File: src/rtl/alu_result_serializer_pkg.sv
// Shared types and sizing helpers for the ALU result serializer.
// Default geometry lives here; the top re-derives sizes from its own parameters.
package alu_result_serializer_pkg;

    typedef enum logic {
        StIdle = 1'b0,
        StSend = 1'b1
    } state_e;

    localparam int unsigned OUT_WIDTH_DEF  = 16;
    localparam int unsigned BYTE_WIDTH_DEF = 8;
    localparam int unsigned DEPTH_DEF      = 2;

    // Counter width that never collapses to zero bits for a single-byte word.
    function automatic int unsigned width_min1(input int unsigned n);
        return (n > 1) ? $clog2(n) : 1;
    endfunction

    localparam int unsigned NBYTES = OUT_WIDTH_DEF / BYTE_WIDTH_DEF;
    localparam int unsigned CNT_W  = width_min1(NBYTES);
    localparam int unsigned PTR_W  = $clog2(DEPTH_DEF);

endpackage

File: src/rtl/alu_result_serializer_fifo.sv
// Synchronous result FIFO; pointers carry an extra wrap bit to tell full from empty.
// A push while full is accepted when a pop happens on the same edge.
module result_fifo #(
    parameter int unsigned WIDTH = 16,
    parameter int unsigned DEPTH = 2
) (
    input  logic             CLK,
    input  logic             RST,
    input  logic             push_i,
    input  logic             pop_i,
    input  logic [WIDTH-1:0] wdata_i,
    output logic [WIDTH-1:0] rdata_o,
    output logic             full_o,
    output logic             empty_o
);
    localparam int unsigned PtrW = $clog2(DEPTH);

    logic [WIDTH-1:0] mem_q [DEPTH];
    logic [PtrW:0]    wptr_q, wptr_d;
    logic [PtrW:0]    rptr_q, rptr_d;
    logic             do_push;
    logic             do_pop;

    assign empty_o = (wptr_q == rptr_q);
    assign full_o  = (wptr_q[PtrW] != rptr_q[PtrW]) &&
                     (wptr_q[PtrW-1:0] == rptr_q[PtrW-1:0]);
    assign rdata_o = mem_q[rptr_q[PtrW-1:0]];

    assign do_pop  = pop_i && !empty_o;
    assign do_push = push_i && (!full_o || do_pop);

    always_comb begin
        wptr_d = wptr_q;
        rptr_d = rptr_q;
        if (do_push) wptr_d = wptr_q + 1'b1;
        if (do_pop)  rptr_d = rptr_q + 1'b1;
    end

    always_ff @(posedge CLK) begin
        if (RST) begin
            wptr_q <= '0;
            rptr_q <= '0;
        end else begin
            wptr_q <= wptr_d;
            rptr_q <= rptr_d;
        end
    end

    // Storage needs no reset; the pointers define what is valid.
    always_ff @(posedge CLK) begin
        if (do_push) mem_q[wptr_q[PtrW-1:0]] <= wdata_i;
    end

endmodule

File: src/rtl/alu_result_serializer.sv
// Buffers strobed ALU results and streams them out LS byte first on a valid/ready port.
// All TX outputs are registered so TX_READY never reaches TX_VALID/TX_DATA combinationally.
module alu_result_serializer
    import alu_result_serializer_pkg::*;
#(
    parameter int unsigned OUT_WIDTH  = OUT_WIDTH_DEF,
    parameter int unsigned BYTE_WIDTH = BYTE_WIDTH_DEF,
    parameter int unsigned DEPTH      = DEPTH_DEF
) (
    input  logic                  CLK,
    input  logic                  RST,
    input  logic [OUT_WIDTH-1:0]  ALU_OUT,
    input  logic                  ALU_Valid,
    output logic [BYTE_WIDTH-1:0] TX_DATA,
    output logic                  TX_VALID,
    input  logic                  TX_READY,
    input  logic                  Ovf_Clr,
    output logic                  Overflow,
    output logic                  Busy
);
    localparam int unsigned NBytes = OUT_WIDTH / BYTE_WIDTH;
    localparam int unsigned CntW   = width_min1(NBytes);
    localparam logic [CntW-1:0] LastCnt = CntW'(NBytes - 1);

    state_e                state_q, state_d;
    logic [CntW-1:0]       cnt_q, cnt_d;
    logic [OUT_WIDTH-1:0]  shift_q, shift_d;
    logic [BYTE_WIDTH-1:0] tx_data_q, tx_data_d;
    logic                  tx_valid_q, tx_valid_d;
    logic                  ovf_q, ovf_d;

    logic                  fifo_pop;
    logic                  fifo_push;
    logic                  fifo_full;
    logic                  fifo_empty;
    logic [OUT_WIDTH-1:0]  fifo_rdata;
    logic                  drop;

    // A full buffer still takes a new word if the FSM drains one on the same edge.
    assign fifo_push = ALU_Valid && (!fifo_full || fifo_pop);
    assign drop      = ALU_Valid && fifo_full && !fifo_pop;

    result_fifo #(
        .WIDTH (OUT_WIDTH),
        .DEPTH (DEPTH)
    ) u_fifo (
        .CLK     (CLK),
        .RST     (RST),
        .push_i  (fifo_push),
        .pop_i   (fifo_pop),
        .wdata_i (ALU_OUT),
        .rdata_o (fifo_rdata),
        .full_o  (fifo_full),
        .empty_o (fifo_empty)
    );

    always_comb begin
        state_d    = state_q;
        cnt_d      = cnt_q;
        shift_d    = shift_q;
        tx_data_d  = tx_data_q;
        tx_valid_d = tx_valid_q;
        fifo_pop   = 1'b0;

        unique case (state_q)
            StIdle: begin
                if (!fifo_empty) begin
                    fifo_pop   = 1'b1;
                    shift_d    = fifo_rdata;
                    tx_data_d  = fifo_rdata[BYTE_WIDTH-1:0];
                    tx_valid_d = 1'b1;
                    cnt_d      = '0;
                    state_d    = StSend;
                end
            end
            StSend: begin
                if (TX_READY) begin
                    if (cnt_q != LastCnt) begin
                        shift_d   = shift_q >> BYTE_WIDTH;
                        tx_data_d = shift_d[BYTE_WIDTH-1:0];
                        cnt_d     = cnt_q + 1'b1;
                    end else if (!fifo_empty) begin
                        // Chain straight into the next word without a bubble.
                        fifo_pop  = 1'b1;
                        shift_d   = fifo_rdata;
                        tx_data_d = fifo_rdata[BYTE_WIDTH-1:0];
                        cnt_d     = '0;
                    end else begin
                        tx_valid_d = 1'b0;
                        tx_data_d  = '0;
                        state_d    = StIdle;
                    end
                end
            end
            default: state_d = StIdle;
        endcase
    end

    always_comb begin
        ovf_d = ovf_q;
        if (Ovf_Clr) ovf_d = 1'b0;
        if (drop)    ovf_d = 1'b1;
    end

    always_ff @(posedge CLK) begin
        if (RST) begin
            state_q    <= StIdle;
            cnt_q      <= '0;
            shift_q    <= '0;
            tx_data_q  <= '0;
            tx_valid_q <= 1'b0;
            ovf_q      <= 1'b0;
        end else begin
            state_q    <= state_d;
            cnt_q      <= cnt_d;
            shift_q    <= shift_d;
            tx_data_q  <= tx_data_d;
            tx_valid_q <= tx_valid_d;
            ovf_q      <= ovf_d;
        end
    end

    assign TX_DATA  = tx_data_q;
    assign TX_VALID = tx_valid_q;
    assign Overflow = ovf_q;
    assign Busy     = !fifo_empty || (state_q != StIdle);

endmodule
File: config.mk
export PLATFORM = sky130hd
export DESIGN_NAME = alu_result_serializer
export DESIGN_NICKNAME = d
export VERILOG_FILES = /design/src/rtl/alu_result_serializer_pkg.sv /design/src/rtl/alu_result_serializer_fifo.sv /design/src/rtl/alu_result_serializer.sv
export SDC_FILE = /design/constraint.sdc
export NUM_CORES = 1
export LEC_CHECK = 0
export BUFFER_PORTS_ARGS = -buffer_cell sky130_fd_sc_hd__buf_2
export CORE_UTILIZATION = 40
export CTS_CLUSTER_SIZE = 16
export DETAILED_ROUTE_END_ITERATION = 10
export GPL_TIMING_DRIVEN = 0
export MAX_ROUTING_LAYER = met4
export SKIP_LAST_GASP = 1
export SYNTH_ARGS = -nofsm -noshare
export SYNTH_HDL_FRONTEND = slang
export SYNTH_SLANG_ARGS = --single-unit
File: constraint.sdc
create_clock -name CLK -period 4.13 [get_ports CLK]
set_input_delay 0.413 -clock CLK [delete_from_list [all_inputs] [get_ports CLK]]
set_output_delay 0.413 -clock CLK [all_outputs]
set_load 0.03 [all_outputs]
== Word level (Yosys, flattened, before mapping) ==
Memory sizes are Yosys's and may differ from the RTL's. A register that Yosys moved wholly into a read port is not among the register bits.
Cells that the tools add are included.

* Register bits after elaboration: 32
* Latch bits: 0
* Bits in writable memories: 32
* ROM bits: 0
* Input port bits: 21
* Output and inout bits: 11
* Memories kept: 1

{| class="wikitable"
|+ Memory list
! name !! depth !! width !! read ports !! clocked after memory_dff !! write ports !! line !! RTL
|-
| u_fifo.mem_q || 2 || 16 || 1 || 1 || 1 || alu_result_serializer_fifo.sv:18 || <nowiki>logic [WIDTH-1:0] mem_q [DEPTH];</nowiki>
|}

* Add/sub/neg operators: 3
* Multiply operators: 0
* Div/mod/pow operators: 0
* Magnitude comparators: 0
* Equality and inequality tests: 7
* Shift-type cells: 0
* Mux-type cells: 32
* Bitwise logic cells: 1
* Reduce and logical (&&, ||, !) cells: 15

{| class="wikitable"
|+ Operator list
! kind !! count
|-
| 2-to-1 mux 16 bit || 3
|-
| 2-to-1 mux 8 bit || 4
|-
| one-hot mux 16 bit (2 select lines) || 1
|-
| 2-to-1 mux 1 bit || 19
|-
| one-hot mux 8 bit (2 select lines) || 1
|-
| one-hot mux 1 bit (2 select lines) || 4
|-
| logical AND 1 bit || 6
|-
| adder 2 x 1 -> 2 bit (second input constant) || 2
|-
| != test 2 x 1 -> 1 bit (second input constant) || 2
|-
| != test 2 bit (second input constant) || 2
|-
| AND reduction 4 bit || 1
|-
| zero test 1 bit || 3
|-
| logical OR 1 bit || 3
|-
| equality test 2 bit || 1
|-
| AND reduction 2 bit || 1
|-
| nonzero test 2 bit || 1
|-
| adder 1 bit (second input constant) || 1
|-
| equality test 1 bit || 1
|-
| != test 1 bit || 1
|-
| NOT 1 bit || 1
|}

== Depth between registers and ports, before layout ==
* Word-level depth: 10
* Depth in mapped cells: 6
* Gate-level depth less buffers: 4

== Hierarchy ==
From an unflattened synthesis, not the netlist that was laid out.

* Cells, all modules: 203
* Area, all modules: 2423.6 um2

{| class="wikitable"
|+ By module, submodules not included
! module !! instances !! cells an instance !! area an instance (um2) !! sequential area each (um2)
|-
| result_fifo || 1 || 85 || 1446.4 || 1061.0
|-
| alu_result_serializer || 1 || 118 || 977.2 || 400.4
|}

== Worst setup path after synthesis ==
No wires, ideal clock.

* Kind: flip-flop to flip-flop
* Start point: register u_fifo.rptr_q[1]
* End point: memory u_fifo.mem_q[1][0] (enable)
* Data arrival time: 1575 ps
* Path slack: 2153 ps
* Stages on the path, launching flop included: 3
* Buffers on the path: 0
* Cells stage by stage: dfxtp_1 > xor2_1 > a31oi_1

* Cells in the longest elaborated chain, start to end: 10
* Elaborated cells between the ends (all ways): 16
* Classes of those cells: eq/ne (2); mux (6); reduce/logical (8)

{| class="wikitable"
|+ Ends and longest elaborated chain
! item !! line !! RTL
|-
| start: declaration || alu_result_serializer_fifo.sv:20 || <nowiki>logic [PtrW:0] rptr_q, rptr_d;</nowiki>
|-
| start signal: assignment || alu_result_serializer_fifo.sv:45 || <nowiki>rptr_q <= rptr_d;</nowiki>
|-
| equality test 2 bit || alu_result_serializer_fifo.sv:24 || <nowiki>assign empty_o = (wptr_q == rptr_q);</nowiki>
|-
| 2-to-1 mux 1 bit || alu_result_serializer.sv:67, alu_result_serializer.sv:82 ||
|-
| 2-to-1 mux 1 bit || alu_result_serializer.sv:78 || <nowiki>if (cnt_q != LastCnt) begin</nowiki>
|-
| 2-to-1 mux 1 bit || alu_result_serializer.sv:77 || <nowiki>if (TX_READY) begin</nowiki>
|-
| one-hot mux 1 bit (2 select lines) || alu_result_serializer.sv:65 || <nowiki>unique case (state_q)</nowiki>
|-
| logical OR 1 bit or logical AND 1 bit (tied branches) || alu_result_serializer.sv:40, alu_result_serializer_fifo.sv:29 ||
|-
| logical AND 1 bit or logical OR 1 bit (tied branches) || alu_result_serializer.sv:40, alu_result_serializer_fifo.sv:30 ||
|-
| logical AND 1 bit (*) || alu_result_serializer_fifo.sv:30 || <nowiki>assign do_push = push_i && (!full_o || do_pop);</nowiki>
|-
| 2-to-1 mux 1 bit (*) || alu_result_serializer_fifo.sv:51 || <nowiki>if (do_push) mem_q[wptr_q[PtrW-1:0]] <= wdata_i;</nowiki>
|-
| 2-to-1 mux 1 bit (not written as such) (*) || alu_result_serializer_fifo.sv:51 ||
|-
| end: declaration || alu_result_serializer_fifo.sv:18 ||
|}

Mark *: on every way between the ends. The rest lies on a longest branch, timed or not.

== Worst setup path in the final report ==
* Start point: register u_fifo.rptr_q[0]
* End point: output port Busy

* Cells in the longest elaborated chain, start to end: 3

{| class="wikitable"
|+ Ends and longest elaborated chain
! item !! line !! RTL
|-
| equality test 2 bit || alu_result_serializer_fifo.sv:24 ||
|-
| zero test 1 bit || alu_result_serializer.sv:126 || <nowiki>assign Busy = !fifo_empty || (state_q != StIdle);</nowiki>
|-
| logical OR 1 bit || alu_result_serializer.sv:126 ||
|-
| end: declaration || alu_result_serializer.sv:19 || <nowiki>output logic Busy</nowiki>
|}

Every way passes these cells.

==> impl_results.md <==
* Arrival time reported for the critical path endpoint at 1.63 ns
* Reg area at 1460 um^2
* Antenna violations before repair at 0
* Via Count at 1,438
* Core Footprint at 5570 um^2
* Count of inserted antenna diode cells at 0
* Wire length of the first global-routing pass at 6540 um
* Post-cts repair resize count at 0
* Post-Synthesis Net Count at 194
* Actual transition at the worst max-transition pin at 0.550 ns
* Multi-input gate area at 796 um^2
* Worst slack at placement at 2.24 ns
* Post-synthesis register bit count at 57
* Run status: completed
* CTS clk-pin slew, worst paths at 0.06 ns
* Maximum number of pins on one net before global-route repair at 13
* Internal Power at 1.37 mW
* Final #Nets at 237
* Iteration count of the initial detailed-routing pass at 4
* Final worst path period need at 2.04 ns
* Final worst-path cycle share at 49.4%
* Row cnt at 27
* Total non-filler cell area in the finished layout at 2800 um^2
* Number of distinct library cells after synthesis at 36
* Height of the die at 78.4 um
* Count of endpoints failing hold in the final timing report at 0
* Share of the synthesized area in the top cell type at 41.2%
* Biggest fanout along the worst timing path at 6
* WS Path Type: register to output pin
* Switching part of the total power at 36.2%
* Fraction of power consumed by sequential logic at 37.5%
* Post-DR vias/cell at 4.91
* Combined area of all synthesized cells at 2330 um^2
* 1st-iter DRT viols at 50
* Count of H-tree levels built during CTS at 3
* Register-to-register setup slack at 2.32 ns
* Total setup violations reported at the end of the flow at 0
* Post-DR wirelength/cell at 13.7 um
* R2r endpoint: u_fifo.mem_q[0][11]
* Tightest slew margin relative to the limit at 63.2%
* Number of global-route vias before repair at 1,349
* Area leader, netlist: edfxtp_1
* Placed Area at 2610 um^2
* Data required time of the critical path at 3.72 ns
* Area overhead of the layout relative to synthesis at 19.8%
* CTS tree: yes
* Maximum ir drop on the vdd rail at 0.374 mV
* Startpoint of the most critical setup path: u_fifo.rptr_q[0]
* Port bufs at 30
* Detail Placement HPWL at 2860 um
* X dimension of the die at 78.4 um
* Max Cap Violations at 0
* Fraction of final layout cells sized beyond drive strength 1 at 32.1%
* Maximum clock frequency at 490 MHz
* Post-detailed-routing wire length at 4010 um
* RSZ-0062 raised after global routing: false
* CP endpoint: Busy
* Min-Delay Path Class: primary input to register
* Number of CTS-inserted buffers at 9
* Startpoint type of the worst setup path: register
* Clock latency on the worst-skew pair at 0.32 ns
* Setup fix buffers added after clock tree synthesis at 0
* # DRC at 0
* Number of hold-repair buffers added at the cts stage at 0
* Number of sinks on the clock net at 57
* Syn_area_per_cell at 13.5 um^2
* Aggregate global-route resource usage at 15.4%
* Setup TNS after final layout at 0 ns
* Final-layout fill cell count at 510
* Standby leakage power at 1.04 nW
* Warning count from the yosys run at 0
* Switching power total at 0.777 mW
* Setup Skew at 0.00465 ns
* Overall power of the completed layout at 2.14 mW
* GP Congestion at 0.741
* Initial core utilization at 41.9%
* Register area share after synthesis at 62.6%
* Worst path setup slack after routing at 2.09 ns
* Combinational share of power at 39.5%
* Die ar. at 6140 um^2
* Library cell used as clock root buffer: clkbuf_8
* Crit end category: output pin
* Worst Reg-to-Reg Cells at 4
* Most common cell after layout, fill and taps aside: buf_2
* Top Ports at 32
* Worst R2R Start: u_fifo.rptr_q[1]
* Number of standard cells after synthesis at 173
* Longest Clk Path Bufs at 2
* Top library cells by usage in the layout, fill and taps aside: buf_2, edfxtp_1, dfxtp_1
* Max-slew violation total from the final report at 0
* Power per cell area at 767 nW/um^2
* Fraction of power consumed by the clock network at 23.0%
* DRT antenna net count at 0
* Cell types occupying the most area after synthesis: edfxtp_1, dfxtp_1, mux2i_1
* Global route overflow at 0
==> through the flow <==
stage,util [%],hold slack (ns),instances
2_1_floorplan,-,0.478,173
3_3_place_gp,46.2,0.447,275
3_5_place_dp,46.8,0.453,277
4_1_cts,50.2,0.257,293
5_1_grt,50.2,0.246,293
6_report,50.2,0.274,293
==> critical path: stages (launching register included) <==
cell	delay (ns)
dfxtp_1	0.29
buf_2	0.16
xnor2_2	0.36
and2_2	0.26
nand2_1	0.06
buf_2	0.17
==> worst min path at each step <==
| stage | from | end | slack, ns | depth (start not counted) |
|---|---|---|---|---|
| after global routing | ALU_OUT[12] | u_fifo.mem_q[0][12] | 0.25 | 1 |
| after floorplan | shift_q[10] | shift_q[10] | 0.48 | 2 |
| final | ALU_OUT[9] | u_fifo.mem_q[1][9] | 0.27 | 1 |
| after CTS | ALU_OUT[12] | u_fifo.mem_q[1][12] | 0.26 | 1 |
| after detailed placement | TX_VALID | TX_VALID | 0.45 | 1 |
| after global placement | TX_VALID | TX_VALID | 0.45 | 1 |
==> power groups by stage <==
stage,sequential (mW),combinational (mW),clock [mW]
4_1_cts,0.804,0.856,0.508
2_1_floorplan,0.889,0.587,0
5_1_grt,0.821,0.920,0.539
3_3_place_gp,0.814,0.842,0
6_report,0.804,0.847,0.494
3_5_place_dp,0.816,0.854,0
==> state kept, by name, indices dropped and copies added (netlist names), named ones only <==
name	count
Overflow	1
TX_DATA	8
TX_VALID	1
cnt_q	1
shift_q	8
state_q	1
u_fifo.mem_q	32
u_fifo.rptr_q	2
u_fifo.wptr_q	2
==> per-layer routing <==
metal  share of wire (%)  vias up  global-route usage [%]
met2                  46       32                    22.0
met5                   0        -                       -
met4                 2.1        0                    9.44
met3                 4.2       10                    5.00
li1                    -      727                       -
met1                  48      669                    18.8
==> cells in the mapped netlist <==
library cell	count
a31oi_4	1
nand3_1	1
xor2_1	1
a211oi_1	8
xnor2_1	3
a21o_1	7
buf_12	1
buf_1	2
nor2_1	22
a31oi_1	1
inv_1	2
a21boi_0	2
edfxtp_1	32
a21o_2	1
o31ai_1	1
a21oi_2	1
a21bo_2	1
a41oi_1	1
nand2b_1	2
a21bo_1	1
o21a_1	1
o21ai_0	1
buf_6	2
nor2b_1	2
and2_2	1
buf_2	4
dfxtp_1	25
nand2_1	11
a211oi_2	2
xnor2_2	2
a311oi_2	8
o21ba_2	1
mux2i_1	16
a21oi_1	3
clkbuf_1	2
nand4_1	1
==> area by class of cell <==
class,count,share of cell area (%)
Sequential cell,57,52.3
Multi-Input combinational cell,103,28.5
Timing Repair Buffer,32,6.31
Clock buffer,12,5.19
Tap cell,72,3.22
Buffer,11,2.77
Clock inverter,4,1.52
Inverter,2,0.268
==> logic make-up (layout without fill, tap and decap cells) <==
group,after synthesis,count (layout),synth area share (%)
DFF,57,57,62.6
and+or+nand+nor,40,40,7.18
AOI/OAI and AO/OA,41,41,16.8
xor gates and xnor gates,6,6,2.90
muxes,16,16,6.86
buffers and inverters,13,61,3.65
(Power assumes the default switching activity.)
